**config.mk**
```make
export PLATFORM = sky130hd
export DESIGN_NAME = phase_frame_parser_flat
export DESIGN_NICKNAME = d
export VERILOG_FILES = /design/src/rtl/phase_frame_parser_pkg.sv /design/src/rtl/phase_frame_parser_if.sv /design/src/rtl/phase_frame_parser_timeout.sv /design/src/rtl/phase_frame_parser.sv /design/src/flat_wrapper.sv
export SDC_FILE = /design/constraint.sdc
export NUM_CORES = 1
export LEC_CHECK = 0
export BUFFER_PORTS_ARGS = -buffer_cell sky130_fd_sc_hd__buf_2
export CORE_MARGIN = 1
export CORE_UTILIZATION = 45
export CTS_CLUSTER_DIAMETER = 100
export DETAILED_ROUTE_END_ITERATION = 10
export PLACE_DENSITY = 0.65
export SYNTH_ARGS = -nofsm -noshare
export SYNTH_HDL_FRONTEND = slang
export SYNTH_SLANG_ARGS = --single-unit
```
**constraint.sdc**
```tcl
create_clock -name sys_clk -period 4.14 [get_ports sys_clk]
set_input_delay 1.242 -clock sys_clk [delete_from_list [all_inputs] [get_ports sys_clk]]
set_output_delay 1.242 -clock sys_clk [all_outputs]
set_load 0.02 [all_outputs]
```
**src/rtl/phase_frame_parser_pkg.sv**
```systemverilog
// Shared protocol constants and types for the phase command parser.
// Frame: SOF, CMD, payload, CSUM where CSUM = XOR of CMD and payload.
package phase_proto_pkg;

  localparam logic [7:0] SOF_BYTE    = 8'hA5;
  localparam logic [7:0] CMD_SET_ONE = 8'h01;
  localparam logic [7:0] CMD_SET_ALL = 8'h02;

  typedef logic [7:0] phase_t;

  typedef enum logic [2:0] {
    ST_IDLE = 3'd0,
    ST_CMD  = 3'd1,
    ST_ADDR = 3'd2,
    ST_DATA = 3'd3,
    ST_CSUM = 3'd4
  } parser_state_t;

endpackage

```
**src/rtl/phase_frame_parser_if.sv**
```systemverilog
// Byte stream from the receive FIFO into the parser.
// A byte transfers on a rising clock edge where rx_valid && rx_ready; rx_data is stable while rx_valid.
interface phase_frame_parser_if;
  logic [7:0] rx_data;
  logic       rx_valid;
  logic       rx_ready;

  modport master (output rx_data, output rx_valid, input rx_ready);
  modport slave  (input rx_data, input rx_valid, output rx_ready);
endinterface

```
**src/rtl/phase_frame_parser_timeout.sv**
```systemverilog
// Saturating inter-byte idle counter; expired_o holds once TIMEOUT_CYCLES-1 idle cycles have elapsed.
module frame_timeout #(
  parameter int TIMEOUT_CYCLES = 50000
) (
  input  logic clk,
  input  logic rst,
  input  logic restart_i,
  output logic expired_o
);

  localparam int CW = (TIMEOUT_CYCLES > 1) ? $clog2(TIMEOUT_CYCLES) : 1;
  localparam logic [CW-1:0] LIMIT = CW'(TIMEOUT_CYCLES - 1);

  logic [CW-1:0] cnt_q, cnt_d;

  always_comb begin
    cnt_d = cnt_q;
    if (restart_i) begin
      cnt_d = '0;
    end else if (cnt_q != LIMIT) begin
      cnt_d = cnt_q + CW'(1);
    end
  end

  always_ff @(posedge clk or posedge rst) begin
    if (rst) begin
      cnt_q <= '0;
    end else begin
      cnt_q <= cnt_d;
    end
  end

  assign expired_o = (cnt_q == LIMIT);

endmodule

```
**src/rtl/phase_frame_parser.sv**
```systemverilog
// Parses framed host phase commands and maintains the committed per-channel phase bank.
// SET_ALL bytes land in a shadow bank and are copied in one cycle on a good checksum.
module phase_frame_parser
  import phase_proto_pkg::*;
#(
  parameter int NUM_CHANNELS   = 4,
  parameter int TIMEOUT_CYCLES = 50000
) (
  input  logic                 sys_clk,
  input  logic                 ext_rst,
  phase_frame_parser_if.slave  rx,
  input  logic                 err_clr,
  output phase_t               phases_out [0:NUM_CHANNELS-1],
  output logic                 phase_update,
  output logic                 read_error,
  output parser_state_t        state_o
);

  localparam int IW = (NUM_CHANNELS > 1) ? $clog2(NUM_CHANNELS) : 1;
  localparam logic [IW-1:0] LAST_IDX = IW'(NUM_CHANNELS - 1);

  parser_state_t state_q, state_d;
  logic [7:0]    xor_q, xor_d;
  logic          is_all_q, is_all_d;
  logic          bad_idx_q, bad_idx_d;
  logic [IW-1:0] idx_q, idx_d;
  logic [IW-1:0] cnt_q, cnt_d;
  phase_t        stage_q, stage_d;
  phase_t        shadow_q [0:NUM_CHANNELS-1];
  phase_t        shadow_d [0:NUM_CHANNELS-1];
  phase_t        phases_q [0:NUM_CHANNELS-1];
  phase_t        phases_d [0:NUM_CHANNELS-1];
  logic          upd_q, upd_d;
  logic          err_q, err_d;
  logic          rdy_q;
  logic          acc;
  logic          err_set;
  logic          expired;
  logic [7:0]    b;

  assign acc = rx.rx_valid && rdy_q;
  assign b   = rx.rx_data;

  frame_timeout #(.TIMEOUT_CYCLES(TIMEOUT_CYCLES)) u_timeout (
    .clk       (sys_clk),
    .rst       (ext_rst),
    .restart_i (acc),
    .expired_o (expired)
  );

  always_comb begin
    state_d   = state_q;
    xor_d     = xor_q;
    is_all_d  = is_all_q;
    bad_idx_d = bad_idx_q;
    idx_d     = idx_q;
    cnt_d     = cnt_q;
    stage_d   = stage_q;
    shadow_d  = shadow_q;
    phases_d  = phases_q;
    upd_d     = 1'b0;
    err_set   = 1'b0;
    if (acc) begin
      case (state_q)
        ST_IDLE: begin
          if (b == SOF_BYTE) begin
            state_d = ST_CMD;
            xor_d   = 8'h00;
          end
        end
        ST_CMD: begin
          xor_d     = xor_q ^ b;
          bad_idx_d = 1'b0;
          if (b == CMD_SET_ONE) begin
            state_d  = ST_ADDR;
            is_all_d = 1'b0;
          end else if (b == CMD_SET_ALL) begin
            state_d  = ST_DATA;
            is_all_d = 1'b1;
            cnt_d    = '0;
          end else begin
            err_set = 1'b1;
            state_d = ST_IDLE;
          end
        end
        ST_ADDR: begin
          // Range check on the full byte; the frame is still consumed when bad.
          xor_d     = xor_q ^ b;
          bad_idx_d = (32'(b) >= NUM_CHANNELS);
          idx_d     = b[IW-1:0];
          state_d   = ST_DATA;
        end
        ST_DATA: begin
          xor_d = xor_q ^ b;
          if (!is_all_q) begin
            stage_d = b;
            state_d = ST_CSUM;
          end else begin
            shadow_d[cnt_q] = b;
            if (cnt_q == LAST_IDX) begin
              state_d = ST_CSUM;
            end else begin
              cnt_d = cnt_q + IW'(1);
            end
          end
        end
        ST_CSUM: begin
          if ((b == xor_q) && !bad_idx_q) begin
            upd_d = 1'b1;
            if (is_all_q) begin
              phases_d = shadow_q;
            end else begin
              phases_d[idx_q] = stage_q;
            end
          end else begin
            err_set = 1'b1;
          end
          state_d = ST_IDLE;
        end
        default: state_d = ST_IDLE;
      endcase
    end else if (expired && (state_q != ST_IDLE)) begin
      err_set = 1'b1;
      state_d = ST_IDLE;
    end
  end

  // A new error in the same cycle as err_clr keeps the flag set.
  always_comb begin
    err_d = err_q;
    if (err_clr) err_d = 1'b0;
    if (err_set) err_d = 1'b1;
  end

  always_ff @(posedge sys_clk or posedge ext_rst) begin
    if (ext_rst) begin
      state_q   <= ST_IDLE;
      xor_q     <= 8'h00;
      is_all_q  <= 1'b0;
      bad_idx_q <= 1'b0;
      idx_q     <= '0;
      cnt_q     <= '0;
      stage_q   <= 8'h00;
      for (int i = 0; i < NUM_CHANNELS; i++) begin
        shadow_q[i] <= 8'h00;
        phases_q[i] <= 8'h00;
      end
      upd_q     <= 1'b0;
      err_q     <= 1'b0;
      rdy_q     <= 1'b0;
    end else begin
      state_q   <= state_d;
      xor_q     <= xor_d;
      is_all_q  <= is_all_d;
      bad_idx_q <= bad_idx_d;
      idx_q     <= idx_d;
      cnt_q     <= cnt_d;
      stage_q   <= stage_d;
      shadow_q  <= shadow_d;
      phases_q  <= phases_d;
      upd_q     <= upd_d;
      err_q     <= err_d;
      rdy_q     <= 1'b1;
    end
  end

  assign rx.rx_ready   = rdy_q;
  assign phases_out    = phases_q;
  assign phase_update  = upd_q;
  assign read_error    = err_q;
  assign state_o       = state_q;

endmodule

```
**src/flat_wrapper.sv**
```systemverilog
// flat-port wrapper written by rule: the top's interface ports become plain ports
module phase_frame_parser_flat import phase_proto_pkg::*;
#(
  parameter int NUM_CHANNELS   = 4,
  parameter int TIMEOUT_CYCLES = 50000
)
  (sys_clk, ext_rst, err_clr, phases_out, phase_update, read_error, state_o, rx_rx_data, rx_rx_valid, rx_rx_ready);
  phase_frame_parser_if rx_i ();
  input  logic sys_clk;
  input  logic ext_rst;
  input  logic err_clr;
  output phase_t phases_out[0:NUM_CHANNELS-1];
  output logic phase_update;
  output logic read_error;
  output parser_state_t state_o;
  input wire logic [$bits(rx_i.rx_data)-1:0] rx_rx_data;
  input wire logic [$bits(rx_i.rx_valid)-1:0] rx_rx_valid;
  output wire logic [$bits(rx_i.rx_ready)-1:0] rx_rx_ready;
  assign rx_i.rx_data = rx_rx_data;
  assign rx_i.rx_valid = rx_rx_valid;
  assign rx_rx_ready = rx_i.rx_ready;
  phase_frame_parser #(.NUM_CHANNELS(NUM_CHANNELS), .TIMEOUT_CYCLES(TIMEOUT_CYCLES)) u_core (.sys_clk(sys_clk), .ext_rst(ext_rst), .rx(rx_i), .err_clr(err_clr), .phases_out(phases_out), .phase_update(phase_update), .read_error(read_error), .state_o(state_o));
endmodule
```
Word-level counts from Yosys, hierarchy flattened. Cells that the tools add are included.

$add $sub $neg: 2. Order comparisons: 5. Equal/unequal tests: 18. Multiplexer cells: 38. Bitwise logic cells: 4. Reduce and logical (&&, ||, !) cells: 25.

Operators with widths (count): bitwise mux 32 bit (2); demux 8 bit (select 2 bit) (2); 2-to-1 mux 16 bit (2); 2-to-1 mux 32 bit (1); 2-to-1 mux 8 bit (3); 2-to-1 mux 3 bit (6); AND reduction 3 bit (6); adder 16 x 1 -> 16 bit, second input constant (1); == test 16 bit, second input constant (1); != test 16 bit, second input constant (1); one-hot mux 8 bit (2 select lines) (1); nonzero test 2 bit (7); 2-to-1 mux 1 bit (12); one-hot mux 3 bit (4 select lines) (1); 2-to-1 mux 2 bit (5); == test 8 x 1 -> 1 bit, second input constant (1); == test 8 x 2 -> 1 bit, second input constant (1); == test 8 bit (1); == test 8 bit, second input constant (1); >= comparator 8 x 3 -> 1 bit, second input constant (1); XOR 8 bit (1); == test 3 x 2 -> 1 bit, second input constant (2); >= comparator 3 bit, second input constant (2); less-than comparator 3 x 1 -> 1 bit, second input constant (2); 19 further kinds (29).

Flip-flop bits (word level): 108. Bits of input ports: 12. Word-level logic and storage cells: 111.

Longest topological paths before layout. Gate-level depths: netlist of run 1.

Depth after elaboration: 7. Depth in mapped cells: 6.

By module. Synthesis of run 1 repeated with hierarchy kept, for this count alone.

Cells, all modules: 476. Area total of the unflattened synthesis: 5429.0 µm².

Modules (own cells, without submodules): phase_frame_parser (instances 1, cells each 387, area an instance 4544.4 µm²); frame_timeout (instances 1, cells each 89, area an instance 884.6 µm²).

Worst setup path before layout of run 1. No wires, ideal clock.

Kind: input-to-reg. Start: input port rx_rx_data[3]. End: register u_core.phases_q (netlist bit u_core.phases_out[30]). Arrival: 2.658 ns. Required time: 4.015 ns. Path slack: 1.357 ns. Stages: 5. Path buffers: 1. Cell sequence: buf_2 > or2b_2 > nand3b_4 > nor4_4 > mux2_4.

Cells in the longest elaborated chain, start to end: 3.

Ends and longest elaborated chain: start: declaration (RTL line flat_wrapper.sv:16) `input wire logic [$bits(rx_i.rx_data)-1:0] rx_rx_data;`; == test 8 bit (RTL line phase_frame_parser.sv:108) `if ((b == xor_q) && !bad_idx_q) begin`; logical AND 1 bit (RTL line phase_frame_parser.sv:108); AND reduction 3 bit (no line); end signal: assignment (RTL line phase_frame_parser.sv:160) `phases_q <= phases_d;`; end: declaration (RTL line phase_frame_parser.sv:31) `phase_t phases_q [0:NUM_CHANNELS-1];`.

Every way passes these cells. A chain may end at the register's enable or synchronous reset.

Worst setup path in the final report of run 1.
Start: input port rx_rx_data[0]. End: register u_core.phases_q (netlist bit u_core.phases_out[31]).

The elaborated chain is that of the path after synthesis.

==> impl_metrics.toml, run 1 <==
[run_status]
status = "finished, violations left"
failing_checks = "DRC"

[sta]
final_max_slew_viol_count = 0
finalClockSkew_ns = 0.01077
timing.setup.tns_ns = 0
final-setup-viol-count = 0
fmax_ghz = 0.3551
postLayoutSetupSlackWorst_ns = 1.324
setup_repair_after_global_routing_missed_its_margin = "no"
relSlewSlack_pct = 42.26
period_minus_slack_ns = 2.816
finalHoldViolCount = 0
worstMarginPinSlew_ns = 0.8623
finalCritPeriodShare_pct = 68.02

[power_and_ir_drop]
power.clock.fraction_pct = 39.3
switchingPower_uw = 568.4
power_switching_share_pct = 25.42
cellInternalPower_uw = 1668
share_seq_of_total_power_pct = 50.8
max-vdd-ir-drop_mv = 0.1913
power-per-cell-area_nw_per_um2 = 371.1
leakage_uw = 0.002818
pwr-share-comb_pct = 9.9

[synth]
synth_edf_count = 0
ys_warn_count = 0
synth_cells = 439
avgSynthCellArea_um2 = 12.31
synthFlopType = "dfrtp_1"
synth_fp_nets = 456
netlist-cell-type-count = 59
async_reset_ff_share_pct = 100.0
synth.ff_latch_count = 108
synth.yosys.seq_area_share_pct = 50.02
syn-cell-area_um2 = 5403

[routing]
drcViolationCount = 6
detail_route.wl_per_cell_um = 18.52
finalWirelength_um = 11610
final_antenna_net_count = 0
vias_per_cell = 5.715
detailroute.via_count = 3583
drt_first_pass_iters = 7
drtIter0Drc = 154

[clocking]
clock-root-buffer = "clkbuf_16"
post_cts_buffers = 0
cts_hold_buffers = 0
ctsHtreeMaxLevel = 3
total_number_of_clock_tree_sinks = 108
worst_skew_pair.late_latency_ns = 0.35
ctsLongestPathBuffers = 2
path_clk_slew_ns = 0.07
tritoncts_clock_tree = "yes"
cts_buffers = 9
postCtsResizedCells = 0

[finish]
post_route_cells_drive_above_1_share_pct = 32.85
area_growth_pct = 11.53
nets = 496
antennaDiodeCount = 0

[die]
die_w_um = 111.6
fp.dieH_um = 111.6
number_of_primary_i_o_pins = 50
num_rows = 39
die_area_um2 = 12450
floorplan.initialDensity_pct = 46.72
coreArea_um2 = 11560

[place]
placement.io_buffers = 49
gp_routability_congestion = 0.7717
dp_hpwl_um = 7879
placement.setup.worst_slack_ns = 0.9802

[global_routing]
grt_antenna_before_repair = 0
grt_use_total_pct = 20.30
grt_start_max_net_pins = 57
grt_first_pass_wirelength_um = 19460
grt-ovfl-total = 0
grt_pass1_vias = 3530

[run]
number_of_maximum_capacitance_violations = 0

[setup_path]
startpoint_type = "input pin"
biggest_fanout_along_the_worst_timing_path = 13
critPathArrivalTime_ns = 3.05
worst-endpoint-required_ns = 4.37
setup.worst_path.class = "input pin to register"
endpoint_kind = "register"

[hold_path]
min_path_type = "register to register"
==> cell families after synthesis <==
| kind of cell | after synthesis | share of synthesized area, % |
|---|---|---|
| AO/OA/AOI/OAI | 79 | 10.75 |
| XOR/XNOR | 16 | 4.053 |
| adder cells (fa/ha/maj) | 5 | 1.158 |
| buffers and inverters | 38 | 3.659 |
| flip-flops | 108 | 50.02 |
| multiplexers | 78 | 16.21 |
| other | 1 | 0.06941 |
| AND/OR/NAND/NOR | 114 | 14.08 |
==> power groups by stage <==
stage / Combinational, µW / Sequential [µW] / Clock, µW
after floorplan: 183 / 1150 / 0
after detailed placement: 225 / 1160 / 0
after CTS: 226 / 1140 / 901
after global placement: 219 / 1150 / 0
final: 222 / 1140 / 878
after global routing: 247 / 1140 / 939
==> path summary, 6_finish.rpt <==
check                                   from                    end  slack (ns)  cells after the start
min                        u_core.stage_q[0]      u_core.stage_q[0]        0.50                      1
max                            rx_rx_data[0]  u_core.phases_out[31]        1.32                      5
max reg2reg                  u_core.idx_q[0]  u_core.phases_out[16]        1.59                      4
min reg2reg                u_core.stage_q[0]      u_core.stage_q[0]        0.50                      1
max in group asynchronous            ext_rst    u_core.shadow_q[17]        2.41                      3
min in group asynchronous            ext_rst  u_core.phases_out[28]        1.01                      2
==> registers in the layout (all words and copies together), names as in the netlist <==
| name | flops |
|---|---|
| u_core.bad_idx_q | 1 |
| u_core.cnt_q | 2 |
| u_core.idx_q | 2 |
| u_core.is_all_q | 1 |
| u_core.phase_update | 1 |
| u_core.phases_out | 32 |
| u_core.read_error | 1 |
| u_core.rx.rx_ready | 1 |
| u_core.shadow_q | 32 |
| u_core.stage_q | 8 |
| u_core.state_o | 3 |
| u_core.u_timeout.cnt_q | 16 |
| u_core.xor_q | 8 |
==> area by class of cell <==
cell class,count,area [µm²]
inverters,15,58.81
multi-input cells,293,2502
clock inverters,5,60.06
repair buffers,52,280.3
well taps,143,178.9
clock buffers,11,242.7
fillers,1043,5539
flip-flops and latches,108,2703
==> cell usage in the layout (no fill, tap or decap), types with 2 or more instances in the layout <==
master,synthesis,final
dfrtp_1,108,108
mux2_2,67,67
buf_2,4,49
a22o_1,27,27
nor2_1,26,26
nand2_1,14,14
o21ai_0,14,14
inv_1,15,14
a21oi_1,12,12
o31ai_1,10,10
nand3_1,9,9
clkbuf_16,0,9
nor2b_1,8,8
xnor2_1,8,8
mux2i_1,8,8
nand2b_1,6,6
or3_1,6,6
nor4_4,5,5
nor3_1,5,5
nor4_1,5,5
ha_1,5,5
and2_1,4,4
o2111ai_1,4,4
or2b_2,4,4
nand4_1,4,4
xnor2_4,3,3
xnor2_2,3,3
nand4_4,2,2
and2b_2,2,2
and3b_1,2,2
nand3b_1,2,2
or4_1,2,2
nand4b_1,2,2
mux2_4,2,2
xor2_1,2,2
o2bb2ai_1,2,2
buf_4,1,2
==> critical path, stage by stage <==
cell and delay (ns):
buf_2 0.27, xnor2_2 0.18, nand4_4 0.22, nor4_4 0.77
mux2_4 0.35
==> metal layers <==
| layer | track usage (%) | vias up | wire length [µm] |
|---|---|---|---|
| met2 | 32.42 | 54 | 5575 |
| met3 | 2.831 | 13 | 268 |
| met5 | 0 | - | 0 |
| met4 | 7.207 | 0 | 159 |
| li1 | - | 1679 | - |
| met1 | 28.39 | 1837 | 5609 |
==> Yosys cell counts, types with 5 or more instances <==
cell type | number | area share, %
inv_1 | 15 | 1.0
a21oi_1 | 12 | 1.1
or3_1 | 6 | 0.69
xnor2_1 | 8 | 1.3
nor4_1 | 5 | 0.58
mux2_2 | 67 | 14
clkbuf_1 | 10 | 0.69
nor4_4 | 5 | 2.0
nand2_1 | 14 | 0.97
mux2i_1 | 8 | 1.5
nand3_1 | 9 | 0.83
nand2b_1 | 6 | 0.69
ha_1 | 5 | 1.2
o21ai_0 | 14 | 1.3
nor2b_1 | 8 | 0.93
o31ai_1 | 10 | 1.4
a22o_1 | 27 | 4.4
dfrtp_1 | 108 | 50
nor2_1 | 26 | 1.8
nor3_1 | 5 | 0.46
==> through the flow <==
stage	util (%)	std cells	hold slack, ns	instance area, µm²	power (µW)
global placement	49.49	611	0.4809	5723	1372
CTS	52.10	627	0.5044	6026	2262
floorplan	-	439	0.4727	5403	1331
finish	52.10	627	0.5015	6026	2236
detailed placement	49.49	611	0.4878	5723	1381
global route	52.10	627	0.5189	6026	2327
Power figures use the tool's default switching activity.
==> run 2: changes to the inputs <==
ABC_AREA = 1   (was not set)
clock period = 2.5 ns   (was 4.14 ns; I/O delays follow)
==> run 2 against run 1 <==
The flow still finishes with violations (DRC). Critical path type unchanged. Cell count increased by 37%. Sequential share of layout area decreased by 0.40 points. Largest cell class unchanged. Clock-buffer cell count increased by 1. Clock skew decreased by 0.0049 ns. Critical endpoint is now u_core.phases_out[15]. Die area increased by 0.68%. Global-route usage increased by 0.62 points. Synthesized area increased by 0.69%. Power increased by 85%. Non-clock buffer count increased by 2.
==> impl_metrics.toml, run 2 <==
[setup_path]
critPathArrivalTime_ns = 2.03
crit_cells = 7
startpoint_type = "input pin"
setup.worst_path.class = "input pin to register"
timing.critical_path.buf_inv = 1
crit_family = "simple AND/OR/NAND/NOR gates"
critical_path.most_common_cell = "nand2_1"
worst-r2r-cell-count = 8
endpoint_kind = "register"
critPathSlowestCell = "xnor2_1"
biggest_fanout_along_the_worst_timing_path = 8
worst-endpoint-required_ns = 2.73
critical_path.cell_chain = "buf_2 -> xnor2_1 -> nand3_1 -> nor2_4 -> nand4_4 -> nand2_1 -> nand2_1"
cp_max_stage_delay_ns = 0.31

[synth]
synth.yosys.seq_area_share_pct = 49.68
synth_compound_area_share_pct = 10.17
synthXorXnorAreaFrac_pct = 0.4830
synth_fp_nets = 684
post-synth-top-area-cell = "dfrtp_1"
avgSynthCellArea_um2 = 8.156
post-synth-top-count-cell = "nand2_1"
syn-cell-area_um2 = 5440
async_reset_ff_share_pct = 100.0
synth_area_leaders = "dfrtp_1 50%, nand2_1 17%, nand4_1 4.6%"
synth_commonest_cells = "247 x nand2_1, 108 x dfrtp_1, 49 x o21ai_0"
synth.ff_latch_count = 108
synth_edf_count = 0
dominant_combinational_cell_family_by_area_after_synthesis = "simple AND/OR/NAND/NOR gates"
area_share_of_the_leading_cell_type_in_the_synthesized_netlist_pct = 49.68
yosys-mux-area-fraction_pct = 0
netlist-cell-type-count = 36
synthFlopType = "dfrtp_1"
synth_cells = 667
ys_warn_count = 0
synth_simple_gate_area_share_pct = 31.90
synthAdderAreaFrac_pct = 1.150

[clocking]
cts_buffers = 9
path_clk_slew_ns = 0.07
tritoncts_clock_tree = "yes"
clock-root-buffer = "clkbuf_16"
total_number_of_clock_tree_sinks = 108
post_cts_buffers = 0
ctsHtreeMaxLevel = 3
cts_hold_buffers = 0
postCtsResizedCells = 0
ctsLongestPathBuffers = 2
worst_skew_pair.late_latency_ns = 0.35

[routing]
detailroute.via_count = 4469
detail_route.wl_per_cell_um = 14.18
drt_first_pass_iters = 8
vias_per_cell = 5.197
drtIter0Drc = 321
finalWirelength_um = 12200
drcViolationCount = 5
final_antenna_net_count = 0

[die]
fp.dieH_um = 112.0
die_w_um = 112.0
floorplan.initialDensity_pct = 46.84
coreArea_um2 = 11610
number_of_primary_i_o_pins = 50
num_rows = 39
die_area_um2 = 12530

[run_status]
failing_checks = "DRC"
status = "finished, violations left"

[finish]
fillerInstances = 1118
final_cell_mix = "247 x nand2_1, 108 x dfrtp_1, 49 x o21ai_0, 49 x buf_2, 45 x inv_1"
final_core_utilization_pct = 52.35
post_route_cells_drive_above_1_share_pct = 14.92
layout_commonest_cell = "nand2_1"
nets = 730
antennaDiodeCount = 0
area_growth_pct = 11.75

[sta]
final-setup-viol-count = 0
worstMarginPinSlew_ns = 0.5932
postLayoutSetupSlackWorst_ns = 0.7015
finalClockSkew_ns = 0.005835
period_minus_slack_ns = 1.798
relSlewSlack_pct = 60.31
final_max_slew_viol_count = 0
timing.setup.tns_ns = 0
finalCritPeriodShare_pct = 71.94
fmax_ghz = 0.5560
finalHoldViolCount = 0
setup_repair_after_global_routing_missed_its_margin = "no"

[global_routing]
grt_antenna_before_repair = 0
grt_start_max_net_pins = 109
grt_pass1_vias = 4273
grt_first_pass_wirelength_um = 20930
grt-ovfl-total = 0
grt_use_total_pct = 20.92

[place]
placement.setup.worst_slack_ns = 0.3267
gp_routability_congestion = 0.8667
dp_hpwl_um = 8803
placement.io_buffers = 49

[run]
number_of_maximum_capacitance_violations = 0

[power_and_ir_drop]
max-vdd-ir-drop_mv = 0.5860
leakage_uw = 0.003178
power-per-cell-area_nw_per_um2 = 681.3
post-layout-total-power_uw = 4142

[hold_path]
min_path_cells = 2
min_path_type = "register to register"
## run 2: cell types whose count changed in the layout (fill, tap and decap cells not counted), moves of 9 or more
cell | before | now
nand3_1 | 9 | 18
nand4_1 | 4 | 40
nor2_1 | 26 | 36
o21ai_1 | 1 | 38
o31ai_1 | 10 | 1
nand2_1 | 14 | 247
a22o_1 | 27 | 0
mux2_2 | 67 | 0
inv_1 | 14 | 45
o21ai_0 | 14 | 49
## run 2: stage by stage
step / instance area [µm²] / hold slack [ns] / instances
floorplan: 5444 / 0.4534 / 667
global placement: 5777 / 0.4500 / 845
detailed placement: 5777 / 0.4542 / 845
CTS: 6080 / 0.4715 / 860
global route: 6080 / 0.4931 / 860
finish: 6080 / 0.4645 / 860
## run 2: cells by family (layout without fill, tap and decap cells)
kind of cell	after synthesis	in the layout
AOI/OAI and AO/OA	105	105
xor gates and xnor gates	3	3
adders and majority gates	5	5
buffers and inverters	73	123
DFF	108	108
other	1	1
and+or+nand+nor	372	372
## run 2: worst register-to-register path: cells and delay by family (launching register included)
kind	cells	cell delay [ns]
and+or+nand+nor	6	0.90
DFF	1	0.41
adders and majority gates	1	0.21
AOI/OAI and AO/OA	1	0.16
## run 2: routing by layer
layer	global-route usage, %	up-vias	part of all wire, %
met1	28.35	2067	47
met4	7.111	0	2.2
met3	4.192	17	4.6
li1	-	2273	-
met5	0	-	0
met2	33.58	112	46
## run 2: layout make-up
type	count	area (µm²)	area share, %
inverter	54	206.4	3.396
timing repair buffer	54	307.8	5.063
clock inverter	3	46.29	0.7615
multi-input combinational	486	2381	39.16
tap	143	178.9	2.943
clock buffer	12	256.5	4.219
sequential	108	2703	44.45
## run 2: worst paths after layout
kind                                                 from                          to  slack, ns
worst max-delay path                        rx_rx_data[0]       u_core.phases_out[15]       0.70
worst min-delay path                u_core.phases_out[20]       u_core.phases_out[20]       0.46
worst max register to register  u_core.u_timeout.cnt_q[0]  u_core.u_timeout.cnt_q[14]       0.72
worst min register to register      u_core.phases_out[20]       u_core.phases_out[20]       0.46
max in group asynchronous                         ext_rst             u_core.xor_q[1]       1.53
min in group asynchronous                         ext_rst         u_core.shadow_q[28]       0.56
## run 2: power by group
part           switching (µW)  leakage, µW  internal (µW)
sequential                102      0.00150           1850
clock                     613     0.000145            828
combinational             555      0.00154            194
total                    1270      0.00318           2870
